<file path="src/rtl/branch_resolve_unit.sv">
// EX-stage branch/jump resolution: evaluates branch conditions, registers the
// redirect/target/link, holds a flush window toward IF/ID and keeps statistics.
module branch_resolve_unit #(
  parameter int XLEN           = 32,
  parameter int FLUSH_CYCLES   = 2,
  parameter int CNT_W          = 32,
  parameter int ALIGN_MASK_LSB = 1
) (
  input  logic             clk,
  input  logic             rst,
  input  logic             valid_in,
  input  logic             stall,
  input  logic             is_branch,
  input  logic             is_jal,
  input  logic             is_jalr,
  input  logic [2:0]       funct3,
  input  logic [XLEN-1:0]  pc,
  input  logic [XLEN-1:0]  imm,
  input  logic [XLEN-1:0]  rs1,
  input  logic [XLEN-1:0]  rs2,
  output logic             redirect,
  output logic [XLEN-1:0]  target,
  output logic [XLEN-1:0]  link,
  output logic             flush,
  output logic             illegal,
  output logic             misalign,
  output logic [CNT_W-1:0] branch_cnt,
  output logic [CNT_W-1:0] taken_cnt
);

  typedef enum logic {IDLE, FLUSH} state_t;
  typedef enum logic [1:0] {OP_NONE, OP_BRANCH, OP_JAL, OP_JALR} op_t;

  localparam logic [3:0] FLUSH_INIT = 4'(FLUSH_CYCLES);

  state_t          state_q, state_d;
  logic [3:0]      fcnt_q, fcnt_d;
  op_t             op;
  logic            accept;
  logic            cond_true;
  logic            bad_f3;
  logic            taken;
  logic            is_jump;
  logic            br_illegal;
  logic            tgt_misaligned;
  logic            do_redirect;
  logic [XLEN-1:0] pc_target;
  logic [XLEN-1:0] jalr_sum;
  logic [XLEN-1:0] jalr_target;
  logic [XLEN-1:0] sel_target;
  logic [XLEN-1:0] link_next;

  assign accept = valid_in & ~stall & (state_q == IDLE);

  // Type priority when several flags are set: JALR > JAL > branch.
  always_comb begin
    if (is_jalr)        op = OP_JALR;
    else if (is_jal)    op = OP_JAL;
    else if (is_branch) op = OP_BRANCH;
    else                op = OP_NONE;
  end

  // NOTE: every variable written in a combinational block gets a default
  // first, so no path can leave it unassigned and infer a latch.
  always_comb begin
    cond_true = 1'b0;
    bad_f3    = 1'b0;
    unique case (funct3)
      3'b000:  cond_true = (rs1 == rs2);
      3'b001:  cond_true = (rs1 != rs2);
      3'b100:  cond_true = ($signed(rs1) <  $signed(rs2));
      3'b101:  cond_true = ($signed(rs1) >= $signed(rs2));
      3'b110:  cond_true = (rs1 <  rs2);
      3'b111:  cond_true = (rs1 >= rs2);
      default: bad_f3    = 1'b1;
    endcase
  end

  // All sums wrap modulo 2^XLEN; JALR clears bit 0 of its sum.
  assign pc_target   = pc + imm;
  assign jalr_sum    = rs1 + imm;
  assign jalr_target = jalr_sum & ~XLEN'(1);
  assign link_next   = pc + XLEN'(4);

  always_comb begin
    taken      = 1'b0;
    is_jump    = 1'b0;
    br_illegal = 1'b0;
    sel_target = pc_target;
    unique case (op)
      OP_JALR: begin
        taken      = 1'b1;
        is_jump    = 1'b1;
        sel_target = jalr_target;
      end
      OP_JAL: begin
        taken   = 1'b1;
        is_jump = 1'b1;
      end
      OP_BRANCH: begin
        taken      = cond_true;
        br_illegal = bad_f3;
      end
      default: ;
    endcase
  end

  // A misaligned taken target reports misalign instead of redirecting.
  assign tgt_misaligned = taken & (|sel_target[ALIGN_MASK_LSB-1:0]);
  assign do_redirect    = accept & taken & ~tgt_misaligned;

  // Flush window: entered with the redirect, counted down while not stalled.
  always_comb begin
    state_d = state_q;
    fcnt_d  = fcnt_q;
    unique case (state_q)
      IDLE: begin
        if (do_redirect) begin
          state_d = FLUSH;
          fcnt_d  = FLUSH_INIT;
        end
      end
      FLUSH: begin
        if (!stall) begin
          if (fcnt_q <= 4'd1) begin
            state_d = IDLE;
            fcnt_d  = 4'd0;
          end else begin
            fcnt_d = fcnt_q - 4'd1;
          end
        end
      end
      default: begin
        state_d = IDLE;
        fcnt_d  = 4'd0;
      end
    endcase
  end

  // NOTE: sequential state is updated with non-blocking assignments so all
  // registers sample the same pre-edge values regardless of block order.
  always_ff @(posedge clk or posedge rst) begin
    if (rst) begin
      state_q <= IDLE;
      fcnt_q  <= 4'd0;
    end else begin
      state_q <= state_d;
      fcnt_q  <= fcnt_d;
    end
  end

  assign flush = (state_q == FLUSH);

  // Pulses are rewritten every cycle, so they drop after one cycle even under stall.
  always_ff @(posedge clk or posedge rst) begin
    if (rst) begin
      redirect <= 1'b0;
      illegal  <= 1'b0;
      misalign <= 1'b0;
      target   <= '0;
      link     <= '0;
    end else begin
      redirect <= do_redirect;
      illegal  <= accept & br_illegal;
      misalign <= accept & tgt_misaligned;
      if (accept && taken)   target <= sel_target;
      if (accept && is_jump) link   <= link_next;
    end
  end

  // Saturating statistics counters for conditional branches.
  always_ff @(posedge clk or posedge rst) begin
    if (rst) begin
      branch_cnt <= '0;
      taken_cnt  <= '0;
    end else if (accept && op == OP_BRANCH) begin
      if (!(&branch_cnt))         branch_cnt <= branch_cnt + CNT_W'(1);
      if (taken && !(&taken_cnt)) taken_cnt  <= taken_cnt + CNT_W'(1);
    end
  end

endmodule

</file>
<file path="config.mk">
export PLATFORM = sky130hd
export DESIGN_NAME = branch_resolve_unit
export DESIGN_NICKNAME = d
export VERILOG_FILES = /design/src/rtl/branch_resolve_unit.sv
export SDC_FILE = /design/constraint.sdc
export NUM_CORES = 1
export LEC_CHECK = 0
export ABC_CLOCK_PERIOD_IN_PS = 3500
export BUFFER_PORTS_ARGS = -buffer_cell sky130_fd_sc_hd__buf_4
export CAP_MARGIN = 20
export CORE_ASPECT_RATIO = 1.4
export CORE_MARGIN = 2
export CORE_UTILIZATION = 40
export DETAILED_ROUTE_END_ITERATION = 16
export PLACE_DENSITY_LB_ADDON = 0.2
export RECOVER_POWER = 25
export SYNTH_ARGS = -nofsm -noshare
export SYNTH_HDL_FRONTEND = slang
export SYNTH_SLANG_ARGS = --single-unit
</file>
<file path="constraint.sdc">
create_clock -name clk -period 3.5 [get_ports clk]
set_clock_uncertainty 0.1 [all_clocks]
set_input_delay 0 -clock clk [delete_from_list [all_inputs] [get_ports clk]]
set_output_delay 0 -clock clk [all_outputs]
set_load 0.03 [all_outputs]
</file>
==> key figures <==
Status
  • Status: finished clean

Synth
  • Number of synthesized register bits: ~140
  • Synthesized net count: approximately 1400
  • Largest area contributor in the netlist: dfrtp_1
  • Synth top cells by count: dfrtp_1 (136), nor2_1 (128), a21oi_1 (111)
  • Avg Inst Size Synth: around 8.6 sq um
  • Post-synth cell types: 67
  • Async S/R FF share, synth: 1.00
  • Synth warnings: 0
  • Most common cell in the netlist: dfrtp_1
  • Register area share after synthesis: 0.336
  • Cells after Synth: roughly 1200
  • Post-synth EDFFs: 0
  • Ranking of synthesized cells by area: dfrtp_1 (34%), ha_1 (12%), xnor2_1 (6.4%), xor2_1 (6.0%), a21oi_1 (5.5%)
  • Synth Cell Area: 0.0101 sq mm
  • Synth Flop Type: dfrtp_1
  • Synth top area share: 0.336

Finish
  • Final Instance Area: ~0.013 sq mm
  • Final nets: about 1700
  • Area grow syn2layout: 32.5%
  • Filler instances: between 2000 and 2500
  • Layout cell share with drive strength beyond 1: 0.155

Routing
  • Initial DRC count: around 430
  • DRC Markers: 0
  • Drt wl/cell: approximately 18 microns
  • Final antenna-violating net count: 0
  • Routed WL: 32400 microns
  • First-pass DRT Iterations: 5
  • Routed via count: slightly below 10000
  • Vias/cell: ~5.4

Min path
  • Worst hold stages: 5
  • Hold path startpoint: rs1[25]
  • Tightest Hold Check Type: primary input to register

Job
  • Max-Cap Viols: 0

STA
  • Slew at the pin closest to its max-slew limit: 0.839 ns
  • Hold_ws: around 0.014 ns
  • RSZ-0062 raised after global routing: no
  • Fin Setup TNS: 0 ns
  • Max Slew Vio Count: 0
  • Minimum clock period after layout: 3.31 ns
  • Final setup fails: 0
  • Hold Fails Final Rpt: 0
  • Part of the cycle the worst path needs: 0.945
  • Rel. slew slack: 0.440
  • Max Fclk: 0.302 GHz

Setup path
  • CP Max Fanout: 16
  • Data arrival time of the critical path: between 3 and 4 ns
  • CP startpoint kind: primary input
  • Worst Setup SP: rs1[31]
  • Kind of critical path: primary input to register
  • Reg-to-Reg Start: branch_cnt[19]$_DFFE_PP0P_
  • Critical path's slowest cell: dlygate4sd3_1
  • CP peak stage delay: about 0.57 ns
  • Register-to-Register Path Depth: 10
  • Worst-path cell chain: buf_4 > ha_1 > nand4_1 > nor4_1 > a31oi_1 > a221o_1 > o2111a_1 > mux2i_2 > o21ba_2 > o21ai_0 > dlygate4sd3_1
  • WP data required: 3.72 ns
  • Crit. End Element: register

GRT
  • Grt ovf: 0
  • Largest net degree at the start of global routing: 75
  • First-pass GRT wire length: approximately 51000 microns
  • GRT Total Usage: 0.242
  • Vias in the first global route: about 9800
  • Initial antenna violation count: 1

Clock network
  • Clock latency on the worst-skew pair: 0.44 ns
  • CTS tree: built
  • Post-CTS Setup Inserts: 0
  • Num Clock Sinks: 136
  • CTS Buf Count: 17
  • Clock Pin Slew Worst Setup and Hold Paths: 0.07 ns
  • Resize count post-CTS: 0
  • Clock Tree Buf Depth: 2
  • Clk root buf: clkbuf_16
  • H-tree Lvls: 4

Floorplanning
  • I/O Pins: between 200 and 300
  • Die Span Y: 192 microns
  • Rows: 68
  • DIE WIDTH: between 100 and 150 microns
  • Core Area: between 0.02 and 0.025 sq mm
  • Initial Util: 0.410
  • Die area: around 0.027 sq mm

Pwr
  • Cell Pwr Density: ~520 mW/mm^2
  • Static leakage power: about 6.4 nW
  • VDD IR max: approximately 0.00038 V
  • Pwr Total: around 0.007 W

Placed design
  • Placed inst area: roughly 0.013 sq mm
  • GP Congestion: just over 0.9
  • Detail Placement HPWL: around 26000 microns
  • I/O Buffers: between 200 and 300
## stage by stage
stage               std cells   util  worst slack (ns)
floorplan                1173      -             0.638
global route             1835  0.543            0.0102
detailed placement       1745  0.509             0.112
finish                   1835  0.543             0.191
global placement         1745  0.509             0.224
CTS                      1834  0.557             0.261
## logic make-up (layout without fill, tap and decap cells)
logic type      Yosys count  count (layout)  synth area share
xor+xnor                143             143             0.124
fa+ha+maj               100             100             0.125
simple gates            420             420             0.199
other cells               0               1                 0
flops                   136             136             0.336
mux                      11              11            0.0120
compound gates          279             279             0.174
buf+inv                  84             430            0.0313
## cells in the final DEF (no fill, tap or decap), types with 4 or more instances in the layout
cell type / count
o31a_1: 4
o21ai_0: 41
nor2_1: 128
mux2i_1: 4
o31ai_1: 7
a2111oi_0: 4
and4_1: 9
xor2_1: 69
o21bai_1: 5
nand2_1: 105
nand3_1: 40
nand4_1: 25
ha_1: 98
a21o_1: 35
nor3_1: 23
clkbuf_16: 17
or3_1: 6
o21a_1: 9
and2_1: 11
and3_1: 30
o2111ai_1: 4
nand2b_1: 14
a31oi_1: 18
buf_4: 181
inv_1: 59
a21oi_1: 111
mux2_2: 6
nor4_1: 6
o211ai_1: 4
a211oi_1: 5
dlygate4sd3_1: 57
xnor2_1: 74
nor2b_1: 9
dfrtp_1: 136
clkbuf_1: 96
## final timing paths
| kind | slack [ns] | to |
|---|---|---|
| hold reg to reg | 0.39 | target[30]$_DFFE_PP0P_ |
| max in group asynchronous | 1.98 | taken_cnt[23]$_DFFE_PP0P_ |
| setup reg to reg | 0.35 | branch_cnt[9]$_DFFE_PP0P_ |
| setup / recovery | 0.19 | flush$_DFF_PP0_ |
| min in group asynchronous | 0.57 | link[0]$_DFFE_PP0P_ |
| hold / removal | 0.01 | target[25]$_DFFE_PP0P_ |
## where the power goes
group,internal (W),leakage (nW),total (W),switching [W]
sequential,0.00198,1.68,0.00226,0.000281
clock,0.00116,0.296,0.00194,0.000776
combinational,0.000947,4.41,0.00282,0.00187
## worst max-delay path, delay by kind of cell
kind,cells,cell delay [ns]
multiplexers,1,0.40
AND/OR/NAND/NOR,2,0.80
buffers and inverters,2,0.69
AO/OA/AOI/OAI,5,1.36
adder cells (fa/ha/maj),1,0.29
## cell type report
type | count | area, sq um | share of cell area
clock buffer | 19 | 453 | 0.0337
clock inverter | 13 | 166 | 0.0124
timing repair buffer | 338 | 2360 | 0.175
multi-input combinational | 953 | 6430 | 0.479
inverter | 60 | 226 | 0.0169
tap | 315 | 394 | 0.0293
antenna | 1 | 2.50 | 0.000186
sequential | 136 | 3400 | 0.253
## layer usage
metal / global-route usage / part of all wire / wire [microns] / vias up
met5: 0 / 0 / 0 / -
met4: 0.124 / 0.047 / 1520 / 0
met3: 0.0521 / 0.056 / 1810 / 82
met2: 0.424 / 0.49 / 15900 / 299
met1: 0.278 / 0.41 / 13200 / 4603
li1: - / - / - / 4845
## flip-flops by register name, summed over array words and instances, names as in the netlist
name,cells
flush,1
misalign,1
link,32
branch_cnt,32
redirect,1
illegal,1
taken_cnt,32
target,32
fcnt_q,4
## what timing repair did
| action | 4_1_cts | 5_1_grt |
|---|---|---|
| hold buffers | 57 | 0 |
| endpoints found under the hold margin | 186 | 0 |
| setup endpoints to repair | 0 | 0 |
Power figures use the tool's default switching activity.
